$ cat src/rtl/rr_mux_arbiter.sv
// rr_mux_arbiter: round-robin owner of a shared 4:1 mux.
// Registered one-hot grant, select and valid. Tenure is capped at MAX_HOLD
// cycles, and data_out is the selected lane gated by valid_out.
module rr_mux_arbiter #(
    parameter int unsigned DATA_W   = 1,
    parameter int unsigned MAX_HOLD = 8
) (
    input  logic                  clk,
    input  logic                  rst_n,
    input  logic [3:0]            req,
    input  logic [4*DATA_W-1:0]   data_in,
    output logic [3:0]            grant,
    output logic [1:0]            sel,
    output logic                  valid_out,
    output logic [DATA_W-1:0]     data_out
);

    localparam int unsigned CW = $clog2(MAX_HOLD + 1);

    typedef enum logic {IDLE = 1'b0, BUSY = 1'b1} state_t;

    state_t          state_q, state_d;
    logic [CW-1:0]   cnt_q, cnt_d;
    logic [1:0]      last_q, last_d;
    logic [1:0]      sel_d;
    logic [3:0]      grant_d;
    logic            valid_d;

    logic [3:0][DATA_W-1:0] lane;
    logic [2:0]             pick;    // {found, index}
    logic                   rel;

    // First set request after 'base' in rotation order; base itself comes last.
    // In BUSY, base is the owner, so the owner is only re-picked when its req is
    // still high (expiry case).
    function automatic logic [2:0] rr_pick(input logic [3:0] r, input logic [1:0] base);
        logic [1:0] c;
        rr_pick = '0;
        for (int k = 4; k >= 1; k--) begin
            c = base + 2'(k);
            if (r[c]) rr_pick = {1'b1, c};
        end
    endfunction

    // last_q tracks the owner while BUSY, so one search covers both states.
    assign pick = rr_pick(req, last_q);
    assign rel  = !req[sel] || (cnt_q == CW'(MAX_HOLD));

    // Unpack the flat lane bus.
    for (genvar i = 0; i < 4; i++) begin : g_lane
        assign lane[i] = data_in[i*DATA_W +: DATA_W];
    end

    assign data_out = valid_out ? lane[sel] : '0;

    // State and registered outputs; reset wins over any tenure.
    always_ff @(posedge clk) begin
        if (!rst_n) begin
            state_q   <= IDLE;
            grant     <= '0;
            sel       <= '0;
            valid_out <= 1'b0;
            cnt_q     <= '0;
            last_q    <= 2'd3;
        end else begin
            state_q   <= state_d;
            grant     <= grant_d;
            sel       <= sel_d;
            valid_out <= valid_d;
            cnt_q     <= cnt_d;
            last_q    <= last_d;
        end
    end

    // Next state: BUSY while someone owns the mux.
    always_comb begin
        state_d = state_q;
        case (state_q)
            IDLE: if (pick[2]) state_d = BUSY;
            BUSY: if (rel && !pick[2]) state_d = IDLE;
            default: state_d = IDLE;
        endcase
    end

    // Next grant/select/counter; a release hands off on the same edge.
    always_comb begin
        grant_d = grant;
        sel_d   = sel;
        valid_d = valid_out;
        cnt_d   = cnt_q;
        last_d  = last_q;
        if (state_q == BUSY && !rel) begin
            cnt_d = cnt_q + CW'(1);
        end else if (pick[2]) begin
            grant_d = 4'b0001 << pick[1:0];
            sel_d   = pick[1:0];
            valid_d = 1'b1;
            cnt_d   = CW'(1);
            last_d  = pick[1:0];
        end else begin
            // Idle: sel and last pointer keep their old values.
            grant_d = '0;
            valid_d = 1'b0;
            cnt_d   = '0;
        end
    end

endmodule

$ cat config.mk
export PLATFORM = sky130hd
export DESIGN_NAME = rr_mux_arbiter
export DESIGN_NICKNAME = d
export VERILOG_FILES = /design/src/rtl/rr_mux_arbiter.sv
export SDC_FILE = /design/constraint.sdc
export NUM_CORES = 1
export LEC_CHECK = 0
export BUFFER_PORTS_ARGS = -buffer_cell sky130_fd_sc_hd__buf_2
export CAP_MARGIN = 15
export CELL_PAD_IN_SITES_DETAIL_PLACEMENT = 1
export CELL_PAD_IN_SITES_GLOBAL_PLACEMENT = 2
export CORE_MARGIN = 4
export CORE_UTILIZATION = 25
export DETAILED_ROUTE_END_ITERATION = 7
export HOLD_SLACK_MARGIN = 0.02
export PLACE_DENSITY = 0.75
export SLEW_MARGIN = 20
export SYNTH_ARGS = -nofsm -noshare
export SYNTH_HDL_FRONTEND = slang
export SYNTH_SLANG_ARGS = --single-unit
$ cat constraint.sdc
create_clock -name clk -period 1.9 [get_ports clk]
set_clock_uncertainty 0.05 [all_clocks]
set_input_delay 0.095 -clock clk [delete_from_list [all_inputs] [get_ports clk]]
set_output_delay 0.095 -clock clk [all_outputs]
set_load 0.01 [all_outputs]
==> impl_metrics.env, run 1 <==
export IMPL_busiest_layer="met2"
export IMPL_maxCapViolations=0
export IMPL_syn_avg_cell_area_um2=9.94
export IMPL_fmax_mhz=575
export IMPL_cts_setup_buffers=0
export IMPL_crit_path_end_kind="primary output"
export IMPL_io_buffer_count=17
export IMPL_cts_resized=0
export IMPL_grt_usage_pct=10.6
export IMPL_syn_nets=82
export IMPL_cts_max_path_buffers=2
export IMPL_seq_area_frac_synth_pct=40.3
export IMPL_clock_sinks=14
export IMPL_final_cell_mix="buf_2, dfxtp_1, nand3_1"
export IMPL_met1_usage_pct=13.5
export IMPL_crit_family="multiplexers"
export IMPL_cp_num_buf_inv=2
export IMPL_drive_gt1_share_pct=31.1
export IMPL_grt_max_degree=15
export IMPL_p_per_area_mw_per_mm2=842
export IMPL_initialDrtViolationCount=9
export IMPL_dr_total_vias=602
export IMPL_rsz0062_at_grt="false"
export IMPL_grt_use_met2_pct=17.4
export IMPL_cts_root_buffer="clkbuf_4"
export IMPL_hp_start="rst_n"
export IMPL_fin_nets=103
export IMPL_dieWidth_um=60.8
export IMPL_io_pins=18
export IMPL_die_h_um=60.8
export IMPL_hold_path_class="input port to flop"
export IMPL_antenna_cells=0
export IMPL_cpPeakStageDelay_ns=0.53
export IMPL_hold_viol_final=0
export IMPL_finalNonFillerCells=120
export IMPL_ys_warnings_count=0
export IMPL_via_per_inst=5.02
export IMPL_grt_first_pass_wirelength_um=2880
export IMPL_grt_pass1_vias=617
export IMPL_drc=0
export IMPL_fin_tns_setup_ns=0
export IMPL_relSlewSlack_pct=68.0
export IMPL_core_area_mm2=0.00257
export IMPL_cts_clk_slew_worst_paths_ns=0.09
export IMPL_power_leakage_nw=0.350
export IMPL_die_area_mm2=0.00369
export IMPL_synthTopCellsByArea="dfxtp_1, nand3_1, a21boi_1"
export IMPL_initial_utilization_pct=27.1
export IMPL_dp_cells=116
export IMPL_crit_path_start="sel[0]$_SDFFE_PN0P_"
export IMPL_run_status="finished clean"
export IMPL_min_period_ns=1.74
export IMPL_routedWlPerCell_um=13.8
export IMPL_h_tree_depth=1
export IMPL_max_vdd_ir_drop_mv=0.355
export IMPL_antenna_found_initial=0
export IMPL_ys_flop_type="dfxtp_1"
export IMPL_drt_total_wl_um=1650
export IMPL_synth_cell_types=33
export IMPL_final_max_slew_violation_count=0
export IMPL_cp_start_kind="flop"
export IMPL_layout_commonest_cell="buf_2"
export IMPL_path_max_fanout=3
export IMPL_arrival_ns=1.59
export IMPL_required_ns=1.75
export IMPL_finalCritPeriodShare_pct=91.5
export IMPL_synth_cells=70
export IMPL_cts_tree="built"
export IMPL_syn2layout_area_growth_pct=21.8
export IMPL_std_cell_rows=18
export IMPL_tightest_slew_ns=0.477
export IMPL_yosys_area_top_type="dfxtp_1"
export IMPL_synth_seq_cells=14
export IMPL_setup_viol=0
export IMPL_worstPathCellList="buf_4, mux4_1, and2_1, buf_2"
export IMPL_synth_top_area_share_pct=40.3
export IMPL_synth_area_um2=696
export IMPL_worstReg2RegStart="sel[0]$_SDFFE_PN0P_"
export IMPL_grt_met3_usage_pct=2.55
export IMPL_overflow=0
export IMPL_hold_buffers=0
export IMPL_critPathKind="flop to primary output"
export IMPL_clk_insertion_delay_late_ns=0.27
export IMPL_worst_path_max_delay_cell="mux4_1"
export IMPL_dp_hpwl_um=1310
export IMPL_async_reset_ff_share_pct=0
export IMPL_synth_edf_count=0
export IMPL_ant_nets=0
export IMPL_first_pass_iters=4
export IMPL_gp_congestion=0.819
export IMPL_numCtsBuffers=3
## state kept, by name (all words and copies together), names as in the netlist
signal,count
cnt_q,4
valid_out,1
grant,4
sel,2
state_q,1
last_q,2
## worst register-to-register path, delay by kind of cell (launching register included)
family          cells  cell delay (ns)
mux                 1             0.53
compound gates      2             0.37
flops               1             0.36
simple gates        1             0.28
## metrics by stage
| stage | total power, mW | instance area [um2] | hold WS [ns] | worst slack [ns] | utilization, % |
|---|---|---|---|---|---|
| after global routing | 0.764 | 847 | 0.0575 | 0.0753 | 33.0 |
| after global placement | 0.505 | 811 | 0.325 | 0.272 | 31.6 |
| final | 0.713 | 847 | 0.0468 | 0.161 | 33.0 |
| after detailed placement | 0.509 | 811 | 0.329 | 0.230 | 31.6 |
| after CTS | 0.723 | 847 | 0.0431 | 0.139 | 33.0 |
| after floorplan | 0.452 | 696 | 0.244 | 0.195 | - |
## cells in the mapped netlist, types with 2 or more instances
master	instances
nor3_1	2
nand2b_1	2
inv_1	3
dfxtp_1	14
ha_1	2
o31ai_1	4
a21boi_1	4
or2b_1	2
nand3_1	8
nor2_1	5
o21ai_0	2
## layer usage
layer  vias up  wire (um)
li1        299          -
met4         0         30
met3         4         70
met5         -          0
met1       286        760
met2        13        792
## area by class of cell
type	instances	area, um2
fillers	317	1720
multi-input cells	51	389
flip-flops and latches	14	280
repair buffers	18	92.6
well taps	30	37.5
clock buffers	4	36.3
inverters	3	11.3
## report_power, final
part,leakage [nW],switching (mW),internal (mW)
combinational,0.213,0.0818,0.0761
sequential,0.116,0.0216,0.321
clock,0.0210,0.0965,0.116
total,0.350,0.200,0.513
## worst paths after layout
path / end / slack [ns] / cells after the start
hold / removal: last_q[1]$_SDFFE_PN1P_ / 0.05 / 2
hold reg to reg: valid_out$_SDFFE_PN0N_ / 0.41 / 2
setup reg to reg: last_q[0]$_SDFFE_PN1P_ / 0.20 / 4
setup / recovery: data_out / 0.16 / 4
## cell families (layout without fill, tap and decap cells)
kind of cell | Yosys count | count (layout) | synth area share (%)
flops | 14 | 14 | 40.3
compound gates | 16 | 16 | 17.1
simple gates | 29 | 29 | 25.7
fa+ha+maj | 2 | 2 | 3.60
buf+inv | 5 | 25 | 3.78
mux | 2 | 2 | 7.01
xor+xnor | 2 | 2 | 2.52
No activity file was read; power rests on OpenSTA's default activity.
==> run 2: changes to the inputs <==
--- a/config.mk
+++ b/config.mk
@@ -5,6 +5,7 @@
 export SDC_FILE = /design/constraint.sdc
 export NUM_CORES = 1
 export LEC_CHECK = 0
+export ABC_AREA = 1
 export BUFFER_PORTS_ARGS = -buffer_cell sky130_fd_sc_hd__buf_2
 export CAP_MARGIN = 15
 export CELL_PAD_IN_SITES_DETAIL_PLACEMENT = 1
@@ -13,7 +14,7 @@
 export CORE_UTILIZATION = 25
 export DETAILED_ROUTE_END_ITERATION = 7
 export HOLD_SLACK_MARGIN = 0.02
-export PLACE_DENSITY = 0.75
+export PLACE_DENSITY_LB_ADDON = 0.15
 export SLEW_MARGIN = 20
 export SYNTH_ARGS = -nofsm -noshare
 export SYNTH_HDL_FRONTEND = slang
==> impl_metrics.env, run 2 <==
export IMPL_clk_insertion_delay_late_ns=0.27
export IMPL_internal_power_uw=792
export IMPL_die_area_mm2=0.00429
export IMPL_dieWidth_um=65.5
export IMPL_crit_top_cell="nand2_1"
export IMPL_overflow=0
export IMPL_netSwitchingPower_uw=718
export IMPL_min_period_ns=1.58
export IMPL_crit_path_end_kind="flop"
export IMPL_cpPeakStageDelay_ns=0.47
export IMPL_cp_start_kind="flop"
export IMPL_hold_path_class="input port to flop"
export IMPL_clock_sinks=14
export IMPL_rr_worst_depth=11
export IMPL_fin_tns_setup_ns=0
export IMPL_grt_usage_pct=10.7
export IMPL_rsz0062_at_grt="false"
export IMPL_run_status="finished clean"
export IMPL_io_buffer_count=17
export IMPL_syn_avg_cell_area_um2=6.27
export IMPL_synth_seq_cells=14
export IMPL_hp_start="req[2]"
export IMPL_grt_pass1_vias=828
export IMPL_core_area_mm2=0.00310
export IMPL_synth_area_um2=827
export IMPL_cts_tree="built"
export IMPL_synth_cell_types=20
export IMPL_fmax_mhz=633
export IMPL_cts_setup_buffers=0
export IMPL_cts_max_path_buffers=2
export IMPL_combPwrFrac_pct=55.0
export IMPL_initialDrtViolationCount=19
export IMPL_worstPathCellList="inv_1, nand2_1, nand2_1, nand2_1, inv_2, nand2_1, nand2_2, inv_2, nand2_1, nand2_1, inv_1"
export IMPL_seqPwrFrac_pct=31.1
export IMPL_relSlewSlack_pct=83.0
export IMPL_seq_area_frac_synth_pct=33.9
export IMPL_syn_nets=144
export IMPL_drc=0
export IMPL_hold_viol_final=0
export IMPL_final_cell_mix="nand2_1, inv_1, buf_2"
export IMPL_grt_max_degree=9
export IMPL_r2r_end="sel[0]$_SDFFE_PN0P_"
export IMPL_hold_buffers=1
export IMPL_cts_resized=0
export IMPL_die_h_um=65.5
export IMPL_crit_path_start="last_q[0]$_SDFFE_PN1P_"
export IMPL_routedWlPerCell_um=10.4
export IMPL_drive_gt1_share_pct=24.0
export IMPL_layout_commonest_cell="nand2_1"
export IMPL_top_regs="cnt_q (4), grant (4)"
export IMPL_via_per_inst=4.22
export IMPL_final_max_slew_violation_count=0
export IMPL_synth_edf_count=0
export IMPL_dp_hpwl_um=1770
export IMPL_layout_setup_ws_ns=0.320
export IMPL_numCtsBuffers=3
export IMPL_max_vdd_ir_drop_mv=0.486
export IMPL_antenna_found_initial=0
export IMPL_h_tree_depth=1
export IMPL_cts_root_buffer="clkbuf_4"
export IMPL_holdPathEnd="state_q$_SDFF_PN0_"
export IMPL_r2r_slack_ns=0.32
export IMPL_maxCapViolations=0
export IMPL_initial_utilization_pct=26.7
export IMPL_holdPathStages=7
export IMPL_ys_warnings_count=0
export IMPL_synthTopCellsByArea="dfxtp_1, nand2_1, inv_1"
export IMPL_synthTopCellsByCount="nand2_1, inv_1, dfxtp_1"
export IMPL_async_reset_ff_share_pct=0
export IMPL_p_per_area_mw_per_mm2=1500
export IMPL_yosys_area_top_type="dfxtp_1"
export IMPL_setup_viol=0
export IMPL_io_pins=18
export IMPL_critPathKind="flop to flop"
export IMPL_antenna_cells=0
export IMPL_required_ns=2.03
export IMPL_swShare_pct=47.5
export IMPL_worst_path_max_delay_cell="dfxtp_1"
export IMPL_finalCritPeriodShare_pct=83.1
export IMPL_ant_nets=0
export IMPL_gp_congestion=0.725
export IMPL_tightest_slew_ns=0.255
export IMPL_cts_clk_slew_worst_paths_ns=0.08
export IMPL_synth_most_common_cell="nand2_1"
export IMPL_drt_total_wl_um=2060
export IMPL_grt_first_pass_wirelength_um=3620
export IMPL_worstReg2RegStart="last_q[0]$_SDFFE_PN1P_"
export IMPL_first_pass_iters=4
export IMPL_syn2layout_area_growth_pct=22.1
export IMPL_std_cell_rows=20
export IMPL_clock_power_share_pct=13.9
export IMPL_path_max_fanout=8
export IMPL_ys_flop_type="dfxtp_1"
export IMPL_post_place_ws_ns=0.321
export IMPL_synth_top_area_share_pct=33.9
export IMPL_arrival_ns=1.71
export IMPL_power_leakage_nw=0.570
export IMPL_synth_cells=132
export IMPL_fin_nets=167
export IMPL_dr_total_vias=836
## run 2: cell types whose count changed after synthesis, moves of 2 or more
| cell | previous run | this run |
|---|---|---|
| nand2_1 | 1 | 46 |
| inv_1 | 3 | 18 |
| a21oi_1 | 1 | 7 |
| nand2_2 | 0 | 6 |
| inv_2 | 0 | 5 |
| a21boi_1 | 4 | 0 |
| nand3_1 | 8 | 12 |
| nor2_1 | 5 | 9 |
| o31ai_1 | 4 | 0 |
| nand2b_1 | 2 | 0 |
| nor3_1 | 2 | 0 |
| or2b_1 | 2 | 0 |
## run 2: metrics by stage
stage	instance area (um2)	power [mW]	cells	hold slack, ns	utilization (%)
2_1_floorplan	827	1.10	132	0.129	-
3_3_place_gp	963	1.32	193	0.271	31.0
3_5_place_dp	963	1.32	193	0.272	31.0
4_1_cts	1010	1.54	198	0.328	32.5
5_1_grt	1010	1.69	198	0.382	32.5
6_report	1010	1.51	198	0.317	32.5
## run 2: layout make-up
cell class                 count  area (um2)
sequential                    14         280
tap                           44        55.1
fill                         444        2090
multi-input combinational     94         449
timing repair buffer          19         103
clock buffer                   4        36.3
inverter                      23        86.3
## run 2: cells by family (layout without fill, tap and decap cells)
| logic type | after synthesis | count (layout) | synth area share [%] |
|---|---|---|---|
| AND/OR/NAND/NOR | 77 | 77 | 40.4 |
| buffers and inverters | 24 | 46 | 11.8 |
| flip-flops | 14 | 14 | 33.9 |
| AO/OA/AOI/OAI | 13 | 13 | 8.77 |
| adder cells (fa/ha/maj) | 2 | 2 | 3.03 |
| XOR/XNOR | 2 | 2 | 2.12 |
## run 2: power groups by stage
stage | sequential [mW] | combinational (mW) | clock [mW]
5_1_grt | 0.491 | 0.968 | 0.233
3_3_place_gp | 0.473 | 0.843 | 0
3_5_place_dp | 0.475 | 0.846 | 0
2_1_floorplan | 0.478 | 0.618 | 0
6_report | 0.470 | 0.831 | 0.209
4_1_cts | 0.471 | 0.851 | 0.218
## run 2: how the worst max path moves through the flow
stage	endpoint	slack [ns]	depth (start not counted)
2_1_floorplan	last_q[1]$_SDFFE_PN1P_	0.61	8
3_3_place_gp	sel[0]$_SDFFE_PN0P_	0.33	11
3_5_place_dp	sel[0]$_SDFFE_PN0P_	0.32	11
4_1_cts	sel[0]$_SDFFE_PN0P_	0.30	11
5_1_grt	sel[0]$_SDFFE_PN0P_	0.11	11
6_report	sel[0]$_SDFFE_PN0P_	0.32	11
## run 2: critical path: cells and delay by family, from the launching register on
| family | cells | cell delay, ns |
|---|---|---|
| buffers and inverters | 4 | 0.36 |
| flip-flops | 1 | 0.47 |
| AND/OR/NAND/NOR | 7 | 0.60 |
## run 2: per-layer routing
| metal | share of wire, % | vias to the layer above | GRT usage, % |
|---|---|---|---|
| li1 | - | 450 | - |
| met1 | 53 | 370 | 14.9 |
| met2 | 42 | 16 | 16.8 |
| met3 | 4.3 | 0 | 2.22 |
| met4 | 0 | 0 | 2.33 |
| met5 | 0 | - | 0 |
==> run 3: changes to the inputs <==
--- a/config.mk
+++ b/config.mk
@@ -5,7 +5,7 @@
 export SDC_FILE = /design/constraint.sdc
 export NUM_CORES = 1
 export LEC_CHECK = 0
-export ABC_AREA = 1
+export ABC_AREA = 0
 export BUFFER_PORTS_ARGS = -buffer_cell sky130_fd_sc_hd__buf_2
 export CAP_MARGIN = 15
 export CELL_PAD_IN_SITES_DETAIL_PLACEMENT = 1
==> constraint.sdc (replaced) <==
create_clock -name clk -period 1.48 [get_ports clk]
set_clock_uncertainty 0.05 [all_clocks]
set_input_delay 0.074 -clock clk [delete_from_list [all_inputs] [get_ports clk]]
set_output_delay 0.074 -clock clk [all_outputs]
set_load 0.01 [all_outputs]
==> impl_metrics.env, run 3 (synthesis gave the netlist of run 1 again) <==
export IMPL_run_status="finished, violations left"
export IMPL_violations="setup timing"
export IMPL_critPathKind="flop to flop"
export IMPL_power_leakage_nw=0.398
export IMPL_grt_usage_pct=12.1
export IMPL_hp_start="rst_n"
export IMPL_layout_setup_ws_ns=-0.151
export IMPL_rsz0062_at_grt="true"
export IMPL_required_ns=1.60
export IMPL_grt_max_degree=15
export IMPL_hold_viol_final=0
export IMPL_relSlewSlack_pct=63.5
export IMPL_p_per_area_mw_per_mm2=1030
export IMPL_max_vdd_ir_drop_mv=0.595
export IMPL_h_tree_depth=1
export IMPL_final_cell_mix="buf_2, dfxtp_1, nand3_1"
export IMPL_path_max_fanout=3
export IMPL_die_h_um=60.8
export IMPL_worstPathCellList="mux4_2, a31oi_4, nor4b_4, o21ai_1"
export IMPL_dp_hpwl_um=1530
export IMPL_dieWidth_um=60.8
export IMPL_cts_tree="built"
export IMPL_drive_gt1_share_pct=44.3
export IMPL_cts_max_path_buffers=2
export IMPL_finalCritPeriodShare_pct=110
export IMPL_via_per_inst=4.91
export IMPL_arrival_ns=1.75
export IMPL_grt_pass1_vias=663
export IMPL_crit_path_end_kind="flop"
export IMPL_cts_clk_slew_worst_paths_ns=0.09
export IMPL_rr_worst_depth=4
export IMPL_holdPathEnd="state_q$_SDFF_PN0_"
export IMPL_final_area_um2=948
export IMPL_r2r_slack_ns=-0.15
export IMPL_worst_path_max_delay_cell="mux4_2"
export IMPL_final_max_slew_violation_count=0
export IMPL_postLayoutCoreUtil_pct=36.9
export IMPL_r2r_end="last_q[0]$_SDFFE_PN1P_"
export IMPL_fillers=314
export IMPL_hold_path_class="input port to flop"
export IMPL_postPlaceCellArea_um2=885
export IMPL_fin_nets=110
export IMPL_core_area_mm2=0.00257
export IMPL_io_pins=18
export IMPL_tightest_slew_ns=0.543
export IMPL_numCtsBuffers=3
export IMPL_maxCapViolations=0
export IMPL_dr_total_vias=624
export IMPL_worstReg2RegStart="sel[0]$_SDFFE_PN0P_"
export IMPL_routedWlPerCell_um=14.7
export IMPL_grt_first_pass_wirelength_um=3140
export IMPL_die_area_mm2=0.00369
export IMPL_holdWs_ns=0.0870
export IMPL_first_pass_iters=3
export IMPL_top_regs="cnt_q (4), grant (4)"
export IMPL_min_period_ns=1.63
export IMPL_drc=0
export IMPL_antenna_found_initial=0
export IMPL_layout_commonest_cell="buf_2"
export IMPL_holdPathStages=2
export IMPL_clk_insertion_delay_late_ns=0.27
export IMPL_io_buffer_count=17
export IMPL_clock_sinks=14
export IMPL_ant_nets=0
export IMPL_cts_root_buffer="clkbuf_4"
export IMPL_cp_start_kind="flop"
export IMPL_fmax_mhz=613
export IMPL_overflow=0
export IMPL_initialDrtViolationCount=27
export IMPL_syn2layout_area_growth_pct=36.3
export IMPL_gp_congestion=0.720
export IMPL_setup_viol=10
export IMPL_std_cell_rows=18
export IMPL_cpPeakStageDelay_ns=0.54
export IMPL_initial_utilization_pct=27.1
export IMPL_antenna_cells=0
export IMPL_drt_total_wl_um=1870
==> run 3: cell types whose count changed in the layout (fill, tap and decap cells not counted), moves of 5 or more <==
cell / previous run / this run
buf_4: 1 / 7
inv_1: 18 / 3
a21oi_1: 7 / 1
nand2_1: 46 / 0
nand2_2: 6 / 1
inv_2: 5 / 0
==> run 3: final cells by class <==
type	count	area, um2	area share (%)
inverter	3	11.3	1.19
timing repair buffer	25	155	16.4
sequential	14	285	30.1
multi-input combinational	51	423	44.6
tap	30	37.5	3.96
clock buffer	4	36.3	3.83
==> run 3: worst max-delay path: cells and delay by family, from the launching register on <==
| family | cells | cell delay (ns) |
|---|---|---|
| flip-flops | 1 | 0.37 |
| AND/OR/NAND/NOR | 1 | 0.26 |
| multiplexers | 1 | 0.54 |
| AO/OA/AOI/OAI | 2 | 0.31 |
==> run 3: worst max-delay path by stage <==
stage                        startpoint                      to  cells past startpoint
CTS                 sel[0]$_SDFFE_PN0P_                data_out                      4
finish              sel[0]$_SDFFE_PN0P_  last_q[0]$_SDFFE_PN1P_                      4
floorplan           sel[0]$_SDFFE_PN0P_   grant[1]$_SDFFE_PN0N_                      4
detailed placement  sel[0]$_SDFFE_PN0P_     sel[1]$_SDFFE_PN0P_                      5
global route        sel[0]$_SDFFE_PN0P_  last_q[0]$_SDFFE_PN1P_                      4
global placement    sel[0]$_SDFFE_PN0P_     sel[1]$_SDFFE_PN0P_                      4
==> run 3: timing repair <==
item,4_1_cts,5_1_grt
setup buffers,0,0
setup endpoints to repair,10,14
resized for setup,3,6
hold buffers,0,0
pin swaps,2,2
hold endpoints to repair,0,0
==> run 3: layer usage <==
| layer | global-route usage, % | share of wire, % |
|---|---|---|
| met2 | 18.9 | 48 |
| met1 | 15.8 | 47 |
| met4 | 5.57 | 0.91 |
| met5 | 0 | 0 |
| met3 | 2.55 | 3.9 |
==> run 3: stage by stage <==
stage	instances	power, mW	setup WS [ns]	TNS (ns)
after CTS	127	0.978	-0.145	-0.774
final	127	0.977	-0.151	-0.788
after global placement	123	0.689	-0.0694	-0.177
after floorplan	70	0.594	-0.0672	-0.334
after global routing	127	1.05	-0.231	-1.42
after detailed placement	123	0.696	-0.116	-0.436
==> run 3: power by group <==
group	total (mW)	switching, mW	leakage (nW)	internal [mW]
Sequential	0.437	0.0242	0.117	0.413
Combinational	0.266	0.129	0.261	0.137
Clock	0.274	0.125	0.0210	0.149
